`config.mk`:
```
export PLATFORM = sky130hd
export DESIGN_NAME = dmac_channel_scheduler_flat
export DESIGN_NICKNAME = d
export VERILOG_FILES = /design/src/rtl/dmac_channel_scheduler_if.sv /design/src/rtl/dmac_channel_scheduler.sv /design/src/flat_wrapper.sv
export SDC_FILE = /design/constraint.sdc
export NUM_CORES = 1
export LEC_CHECK = 0
export ABC_AREA = 1
export BUFFER_PORTS_ARGS = -buffer_cell sky130_fd_sc_hd__buf_2
export CAP_MARGIN = 0
export CORE_MARGIN = 2
export CORE_UTILIZATION = 40
export CTS_BUF_LIST = sky130_fd_sc_hd__clkbuf_16
export DETAILED_ROUTE_END_ITERATION = 7
export PLACE_DENSITY = 0.63
export SYNTH_ARGS = -nofsm -noshare
export SYNTH_HDL_FRONTEND = slang
export SYNTH_SLANG_ARGS = --single-unit
export TNS_END_PERCENT = 1
```
`constraint.sdc`:
```
create_clock -name clk -period 2.3 [get_ports clk]
set_input_delay 0.46 -clock clk [delete_from_list [all_inputs] [get_ports clk]]
set_output_delay 0.46 -clock clk [all_outputs]
set_load 0.1 [all_outputs]
```
`src/rtl/dmac_channel_scheduler_if.sv`:
```
// Request/grant/status bundle between the DMAC channel scheduler and its surroundings.
// The master modport is the scheduler's view; slave is the peripheral/arbiter/engine side.
interface dmac_channel_scheduler_if #(
  parameter int NUM_CH = 2,
  parameter int CHW    = 1
);
  logic [NUM_CH-1:0] dmac_req;
  logic              bus_grant;
  logic              ch_done;
  logic              ch_error;
  logic [NUM_CH-1:0] irq_clr;
  logic              bus_req;
  logic              ch_start;
  logic [CHW-1:0]    ch_sel;
  logic              ch_hold;
  logic [NUM_CH-1:0] req_ack;
  logic              busy;
  logic [NUM_CH-1:0] irq_status;
  logic [NUM_CH-1:0] err_status;
  logic              irq;

  modport master (
    input  dmac_req, bus_grant, ch_done, ch_error, irq_clr,
    output bus_req, ch_start, ch_sel, ch_hold, req_ack, busy, irq_status, err_status, irq
  );

  modport slave (
    output dmac_req, bus_grant, ch_done, ch_error, irq_clr,
    input  bus_req, ch_start, ch_sel, ch_hold, req_ack, busy, irq_status, err_status, irq
  );
endinterface

```
`src/rtl/dmac_channel_scheduler.sv`:
```
// Round-robin DMA request scheduler: wins AHB ownership, launches one channel at a time,
// waits for done/error, releases the bus and records sticky per-channel status.
module dmac_channel_scheduler #(
  parameter int NUM_CH   = 2,
  parameter int CHW      = 1,
  parameter int GRANT_TO = 255
) (
  input  logic                    clk,
  input  logic                    rst,
  dmac_channel_scheduler_if.master bus
);

  typedef enum logic [2:0] {
    IDLE,
    REQ_BUS,
    START,
    XFER,
    RELEASE
  } state_t;

  localparam logic [CHW-1:0] LAST_CH = CHW'(NUM_CH - 1);
  localparam logic [7:0]     TO_LAST = 8'(GRANT_TO - 1);

  state_t            state, state_nx;
  logic [CHW-1:0]    ch_sel_q, ch_sel_nx;
  logic [CHW-1:0]    last_served, last_nx;
  logic [7:0]        cnt, cnt_nx;
  logic [NUM_CH-1:0] irq_status_q, irq_status_nx;
  logic [NUM_CH-1:0] err_status_q, err_status_nx;
  logic [NUM_CH-1:0] req_ack_q;
  logic              bus_req_q, ch_start_q, ch_hold_q, busy_q, irq_q;

  logic [CHW-1:0]    pick_base, pick_idx, cand;
  logic              pick_valid;

  // RELEASE arbitrates with the just-served channel as the pointer so back-to-back
  // services see exactly one bus-free cycle instead of passing through IDLE.
  assign pick_base = (state == RELEASE) ? ch_sel_q : last_served;

  always_comb begin : rr_pick
    pick_valid = 1'b0;
    pick_idx   = '0;
    cand       = pick_base;
    for (int unsigned i = 0; i < NUM_CH; i++) begin
      cand = (cand == LAST_CH) ? '0 : cand + CHW'(1);
      if (!pick_valid && bus.dmac_req[cand]) begin
        pick_valid = 1'b1;
        pick_idx   = cand;
      end
    end
  end

  always_comb begin : next_state
    state_nx      = state;
    ch_sel_nx     = ch_sel_q;
    last_nx       = last_served;
    cnt_nx        = cnt;
    irq_status_nx = irq_status_q & ~bus.irq_clr;
    err_status_nx = err_status_q & ~bus.irq_clr;
    unique case (state)
      IDLE: begin
        if (pick_valid) begin
          state_nx  = REQ_BUS;
          ch_sel_nx = pick_idx;
          cnt_nx    = '0;
        end
      end
      REQ_BUS: begin
        if (bus.bus_grant) begin
          state_nx = START;
        end else if (cnt == TO_LAST) begin
          state_nx = IDLE;
          cnt_nx   = '0;
        end else begin
          cnt_nx = cnt + 8'd1;
        end
      end
      START: state_nx = XFER;
      XFER: begin
        if (bus.ch_error) begin
          err_status_nx[ch_sel_q] = 1'b1;
          state_nx                = RELEASE;
        end else if (bus.ch_done) begin
          irq_status_nx[ch_sel_q] = 1'b1;
          state_nx                = RELEASE;
        end
      end
      RELEASE: begin
        last_nx = ch_sel_q;
        if (pick_valid) begin
          state_nx  = REQ_BUS;
          ch_sel_nx = pick_idx;
          cnt_nx    = '0;
        end else begin
          state_nx = IDLE;
        end
      end
      default: state_nx = IDLE;
    endcase
  end

  always_ff @(posedge clk) begin
    if (rst) begin
      state        <= IDLE;
      ch_sel_q     <= '0;
      last_served  <= LAST_CH;
      cnt          <= '0;
      irq_status_q <= '0;
      err_status_q <= '0;
      req_ack_q    <= '0;
      bus_req_q    <= 1'b0;
      ch_start_q   <= 1'b0;
      ch_hold_q    <= 1'b0;
      busy_q       <= 1'b0;
      irq_q        <= 1'b0;
    end else begin
      state        <= state_nx;
      ch_sel_q     <= ch_sel_nx;
      last_served  <= last_nx;
      cnt          <= cnt_nx;
      irq_status_q <= irq_status_nx;
      err_status_q <= err_status_nx;
      req_ack_q    <= (state_nx == START) ? (NUM_CH'(1) << ch_sel_nx) : '0;
      bus_req_q    <= (state_nx == REQ_BUS) || (state_nx == START) || (state_nx == XFER);
      ch_start_q   <= (state_nx == START);
      ch_hold_q    <= (state_nx == XFER) && !bus.bus_grant;
      busy_q       <= (state_nx != IDLE);
      irq_q        <= (|irq_status_nx) || (|err_status_nx);
    end
  end

  assign bus.bus_req    = bus_req_q;
  assign bus.ch_start   = ch_start_q;
  assign bus.ch_sel     = ch_sel_q;
  assign bus.ch_hold    = ch_hold_q;
  assign bus.req_ack    = req_ack_q;
  assign bus.busy       = busy_q;
  assign bus.irq_status = irq_status_q;
  assign bus.err_status = err_status_q;
  assign bus.irq        = irq_q;

endmodule

```
`src/flat_wrapper.sv`:
```
// flat-port wrapper written by rule: the top's interface ports become plain ports
module dmac_channel_scheduler_flat 
#(
  parameter int NUM_CH   = 2,
  parameter int CHW      = 1,
  parameter int GRANT_TO = 255
)
  (clk, rst, bus_dmac_req, bus_bus_grant, bus_ch_done, bus_ch_error, bus_irq_clr, bus_bus_req, bus_ch_start, bus_ch_sel, bus_ch_hold, bus_req_ack, bus_busy, bus_irq_status, bus_err_status, bus_irq);
  dmac_channel_scheduler_if #(.NUM_CH(NUM_CH), .CHW(CHW)) bus_i ();
  input  logic clk;
  input  logic rst;
  input wire logic [$bits(bus_i.dmac_req)-1:0] bus_dmac_req;
  input wire logic [$bits(bus_i.bus_grant)-1:0] bus_bus_grant;
  input wire logic [$bits(bus_i.ch_done)-1:0] bus_ch_done;
  input wire logic [$bits(bus_i.ch_error)-1:0] bus_ch_error;
  input wire logic [$bits(bus_i.irq_clr)-1:0] bus_irq_clr;
  output wire logic [$bits(bus_i.bus_req)-1:0] bus_bus_req;
  output wire logic [$bits(bus_i.ch_start)-1:0] bus_ch_start;
  output wire logic [$bits(bus_i.ch_sel)-1:0] bus_ch_sel;
  output wire logic [$bits(bus_i.ch_hold)-1:0] bus_ch_hold;
  output wire logic [$bits(bus_i.req_ack)-1:0] bus_req_ack;
  output wire logic [$bits(bus_i.busy)-1:0] bus_busy;
  output wire logic [$bits(bus_i.irq_status)-1:0] bus_irq_status;
  output wire logic [$bits(bus_i.err_status)-1:0] bus_err_status;
  output wire logic [$bits(bus_i.irq)-1:0] bus_irq;
  assign bus_i.dmac_req = bus_dmac_req;
  assign bus_i.bus_grant = bus_bus_grant;
  assign bus_i.ch_done = bus_ch_done;
  assign bus_i.ch_error = bus_ch_error;
  assign bus_i.irq_clr = bus_irq_clr;
  assign bus_bus_req = bus_i.bus_req;
  assign bus_ch_start = bus_i.ch_start;
  assign bus_ch_sel = bus_i.ch_sel;
  assign bus_ch_hold = bus_i.ch_hold;
  assign bus_req_ack = bus_i.req_ack;
  assign bus_busy = bus_i.busy;
  assign bus_irq_status = bus_i.irq_status;
  assign bus_err_status = bus_i.err_status;
  assign bus_irq = bus_i.irq;
  dmac_channel_scheduler #(.NUM_CH(NUM_CH), .CHW(CHW), .GRANT_TO(GRANT_TO)) u_core (.clk(clk), .rst(rst), .bus(bus_i));
endmodule
```
After elaboration in Yosys (flattened, before gate mapping)
Cells that the tools add are included.
W data, S select, Z words.
{"block": "word_totals", "out_inout_bits": 12, "wordCells": 83, "ff_bits": 24, "input_bits": 9}
{"block": "classes", "n_reduce_logical": 16, "n_bitwise": 6, "n_shift": 1, "n_lt_le_gt_ge": 4, "eq_ne": 10, "mux": 31, "n_addsub": 3}
{"op": "$mux W8", "n": 3}
{"op": "$pmux W8 S2", "n": 1}
{"op": "$mux W1", "n": 15}
{"op": "$mux W3", "n": 5}
{"op": "$pmux W3 S5", "n": 1}
{"op": "$eq A3 B2 Y1 const B", "n": 4}
{"op": "$mux W2", "n": 5}
{"op": "$add A8 B1 Y8 const B", "n": 1}
{"op": "$eq A8 B8 Y1 const B", "n": 1}
{"op": "$reduce_or A2 Y1", "n": 4}
{"op": "$eq A3 B1 Y1 const B", "n": 2}
{"op": "$lt A1 B2 Y1 const B", "n": 3}
{"op": "$and A2 B2 Y2", "n": 2}
{"op": "$or A2 B2 Y2", "n": 2}
{"op": "$eq A3 B3 Y1 const B", "n": 1}
{"op": "$logic_and A1 B1 Y1", "n": 3}
{"op": "$logic_not A3 Y1", "n": 1}
{"op": "$logic_or A1 B1 Y1", "n": 3}
{"op": "$reduce_and A3 Y1", "n": 1}
{"op": "$reduce_bool A3 Y1", "n": 1}
{"op": "$add A1 B1 Y1 const B", "n": 2}
{"op": "$logic_not A1 Y1", "n": 2}
{"op": "$ne A2 B1 Y1 const B", "n": 1}
{"op": "$ne A2 B2 Y1 const B", "n": 1}
{"op": "6 further kinds", "n": 6}

Longest topological paths before layout
{"block": "logic_depth", "ltp_word": 15, "mapped_depth": 9, "ltp_nobuf": 9}

Worst setup path after synthesis
No wires, ideal clock.
{"block": "synth_timing", "path_kind": "register to register", "start": "register u_core.ch_sel_q (netlist: u_core.bus.ch_sel)", "end": "register u_core.ch_sel_q (netlist: u_core.bus.ch_sel)", "path_buffers": 0, "stages_incl_launch_ff": 6, "setup_ns": 0.132, "setup_slack_ns": 0.642, "arrival_ns": 1.527, "required_ns": 2.168, "synth_period_minus_slack_ns": 1.658, "cell_sequence": "dfxtp_1 inv_1 o21ai_0 nand2_1 nand2_1 a21oi_1"}
{"block": "synth_via", "elab_chain_len": 11, "elab_cells_between_ends": 17}
{"item": "start: declaration", "line": "dmac_channel_scheduler.sv:25", "text": "logic [CHW-1:0] ch_sel_q, ch_sel_nx;"}
{"item": "start signal: assignment", "line": "dmac_channel_scheduler.sv:118", "text": "ch_sel_q <= ch_sel_nx;"}
{"item": "$mux W1", "line": "dmac_channel_scheduler.sv:38", "text": "assign pick_base = (state == RELEASE) ? ch_sel_q : last_served;"}
{"item": "$add A1 B1 Y1", "line": "dmac_channel_scheduler.sv:45", "text": "cand = (cand == LAST_CH) ? '0 : cand + CHW'(1);"}
{"item": "$mux W1", "line": "dmac_channel_scheduler.sv:45"}
{"item": "$add A1 B1 Y1 / $mux W1 (equally long branches)", "line": "dmac_channel_scheduler.sv:45, dmac_channel_scheduler.sv:46"}
{"item": "$mux W1, on equally long branches", "line": "dmac_channel_scheduler.sv:45, dmac_channel_scheduler.sv:46"}
{"item": "$mux W1 (not written as such)", "line": "dmac_channel_scheduler.sv:46", "text": "if (!pick_valid && bus.dmac_req[cand]) begin"}
{"item": "$mux W1 (not written as such) / $logic_not A1 Y1 (equally long branches)", "line": "dmac_channel_scheduler.sv:46"}
{"item": "$logic_and A1 B1 Y1", "line": "dmac_channel_scheduler.sv:46"}
{"item": "$mux W1", "line": "dmac_channel_scheduler.sv:46"}
{"item": "$mux W1", "line": "dmac_channel_scheduler.sv:62, dmac_channel_scheduler.sv:90"}
{"item": "$mux W1 (*)"}
Mark *: on every way between the ends. The rest lies on a longest branch, timed or not. The select of a mux whose other input is x is not followed.
A chain may end at the register's enable or synchronous reset.

Worst setup path in the final report
{"block": "layout_timing", "start": "register u_core.ch_sel_q (netlist: u_core.bus.ch_sel)", "end": "output bus_ch_sel"}
{"item": "end: declaration", "line": "flat_wrapper.sv:19", "text": "output wire logic [$bits(bus_i.ch_sel)-1:0] bus_ch_sel;"}
No word-level cell between the ends.

==> flow_metrics.env <==
export IMPL_status="finished clean"
export IMPL_synth_top_area_share_pct=42.95
export IMPL_pwr_density_cell_nw_per_um2=797.5
export IMPL_ctsResizeCount=0
export IMPL_critPathCaptureType="output port"
export IMPL_dieWidth_um=56.88
export IMPL_hp_start="bus_bus_grant"
export IMPL_seqPwrFrac_pct=43.6
export IMPL_cp_buffers_inverters=1
export IMPL_placed_area_sq_um=1242
export IMPL_worstRegToRegCells=5
export IMPL_leakage_uw=0.0006664
export IMPL_ant_nets=0
export IMPL_setup_violations=0
export IMPL_io_pins=21
export IMPL_vias=1039
export IMPL_grt_use_total_pct=15.22
export IMPL_port_buffers=20
export IMPL_pwr_share_clk_pct=34.7
export IMPL_hold_depth=2
export IMPL_p_sw_uw=331.0
export IMPL_place_ws_ns=0.8050
export IMPL_synth_area_top_cells="dfxtp_1, nand2_1, inv_1"
export IMPL_worstPathRequired_ns=1.84
export IMPL_worstMarginPinSlew_ns=0.4908
export IMPL_antenna_found_initial=0
export IMPL_r2r_end="u_core.cnt[6]"
export IMPL_comb_power_share_pct=21.7
export IMPL_num_antenna_cells=0
export IMPL_yosysSeqAreaShare_pct=42.95
export IMPL_path_cells="buf_2"
export IMPL_tns_ns=0
export IMPL_synthCells=166
export IMPL_slew_viol_final=0
export IMPL_dieArea_sq_um=3235
export IMPL_postCtsHoldBufs=0
export IMPL_worstPathArrival_ns=1.14
export IMPL_yosys_warnings=0
export IMPL_start_util_pct=41.27
export IMPL_cap_violations=0
export IMPL_num_rows=19
export IMPL_regToRegStartpoint="u_core.state[0]"
export IMPL_htreeDepth=1
export IMPL_fmaxAchievable_ghz=0.6241
export IMPL_critPathSlowestCell="buf_2"
export IMPL_clkLatencyLatePin_ns=0.25
export IMPL_synth_seq_cells=24
export IMPL_synth_nets=177
export IMPL_crit_fanout=6
export IMPL_fin_ws_ns=0.6977
export IMPL_worstSetupPathType="reg -> out"
export IMPL_final_nets=200
export IMPL_slew_headroom_pct=67.50
export IMPL_die_h_um=56.88
export IMPL_clkTransAtPathRegs_ns=0.06
export IMPL_clock_sinks=24
export IMPL_grt_pass1_vias=1019
export IMPL_wl_per_cell_um=10.27
export IMPL_hpwl_um=1835
export IMPL_fin_crit_sh_pct=69.67
export IMPL_wl_um=2238
export IMPL_postCtsSetupBuffers=0
export IMPL_cts_tree="done"
export IMPL_synth_area_leader_cell="dfxtp_1"
export IMPL_cp_start_kind="register"
export IMPL_drive_gt1_share_pct=14.97
export IMPL_p_int_uw=719.8
export IMPL_worst_hold_path_endpoint="u_core.bus.ch_hold"
export IMPL_hp_class="in -> reg"
export IMPL_clockBufferDepth=2
export IMPL_dr_pass1_iters=5
export IMPL_syn_area_per_cell_sq_um=6.738
export IMPL_via_per_inst=4.766
export IMPL_ir_drop_v=0.0004286
export IMPL_place_congestion=0.8293
export IMPL_switching_share_pct=31.50
export IMPL_core_area_sq_um=2710
export IMPL_post_route_min_period_ns=1.602
export IMPL_areaGrowthSynthToFinish_pct=17.78
export IMPL_grt_pass1_wl_um=3974
export IMPL_rsz0062_at_grt="false"
export IMPL_finalHoldViolCount=0
export IMPL_cp_top_family="buffers and inverters"
export IMPL_skew_ns=0.001192
export IMPL_syn_area_sq_um=1119
export IMPL_grt_max_degree=17
export IMPL_root_buffer="clkbuf_16"
export IMPL_route_detailed_drc=0
export IMPL_critPathMaxStageDelay_ns=0.47
export IMPL_drtIter0Drc=27
export IMPL_yosysUniqueCellTypes=19
export IMPL_overflow=0
export IMPL_regToRegSetupSlack_ns=0.86
export IMPL_fin_area_sq_um=1318
export IMPL_cts_buffers=3
Yosys cell counts, drive strengths merged:
master	number
dfxtp	24
nand4	1
o21a	1
ha	2
nand3	21
o21ai	4
or2	1
buf	1
a22oi	1
nor2	23
nand2	45
a21oi	9
nor3	2
clkbuf	1
inv	30
cell families (layout without fill, tap and decap cells):
kind of cell,after synthesis,count (layout),share of synthesized area (%)
simple gates,93,93,34.90
buf+inv,32,53,11.41
flops,24,24,42.95
compound gates,15,15,8.502
fa+ha+maj,2,2,2.237
registers in the layout, summed over array words and instances, names as in the netlist:
signal,flops
u_core.bus.irq_status,2
u_core.bus.req_ack,2
u_core.cnt,8
u_core.state,3
u_core.bus.ch_start,1
u_core.bus.ch_sel,1
u_core.bus.bus_req,1
u_core.last_served,1
u_core.bus.ch_hold,1
u_core.bus.err_status,2
u_core.bus.busy,1
u_core.bus.irq,1
routing by layer:
layer,wire length [um],vias up,track usage (%)
li1,-,553,-
met1,937,460,16.93
met2,1183,24,29.56
met3,91,2,2.765
met4,26,0,2.990
met5,0,-,0
worst max-delay path by stage:
stage                            from                 to  slack (ns)  cells after the start
floorplan           u_core.bus.ch_sel  u_core.bus.ch_sel        0.64                      5
global placement      bus_dmac_req[1]      u_core.cnt[3]        0.88                      6
detailed placement      bus_bus_grant      u_core.cnt[6]        0.80                      5
CTS                 u_core.bus.ch_sel         bus_ch_sel        0.70                      1
global route        u_core.bus.ch_sel         bus_ch_sel        0.67                      1
finish              u_core.bus.ch_sel         bus_ch_sel        0.70                      1
final cells by class:
class                      count  area (sq um)
fill                         304          1393
sequential                    24         480.5
tap                           31         38.79
timing repair buffer          20         100.1
multi-input combinational    110         510.5
inverter                      30         112.6
clock buffer                   3         75.07
per-stage QoR:
stage | util (%) | total power, uW | cells | hold WS, ns
floorplan | - | 657.8 | 166 | 0.4658
global placement | 45.84 | 691.0 | 215 | 0.4759
detailed placement | 45.84 | 696.4 | 215 | 0.4992
CTS | 48.62 | 1059 | 218 | 0.4521
global route | 48.62 | 1094 | 218 | 0.4593
finish | 48.62 | 1051 | 218 | 0.4483
cell usage in the layout, fill, tap and decap left out, types with 2 or more instances in the layout:
cell | synthesis | final
nand2_1 | 45 | 45
inv_1 | 30 | 30
dfxtp_1 | 24 | 24
nor2_1 | 22 | 22
nand3_1 | 20 | 20
buf_2 | 0 | 20
a21oi_1 | 9 | 9
clkbuf_16 | 0 | 3
o21ai_0 | 2 | 2
nor3_1 | 2 | 2
ha_1 | 2 | 2
power groups by stage:
stage	Combinational [uW]	Sequential, uW	Clock [uW]
after floorplan	103	555	0
after global placement	225	466	0
after detailed placement	229	467	0
after CTS	230	458	372
after global routing	248	461	384
final	229	458	364
(Power assumes the default switching activity.)
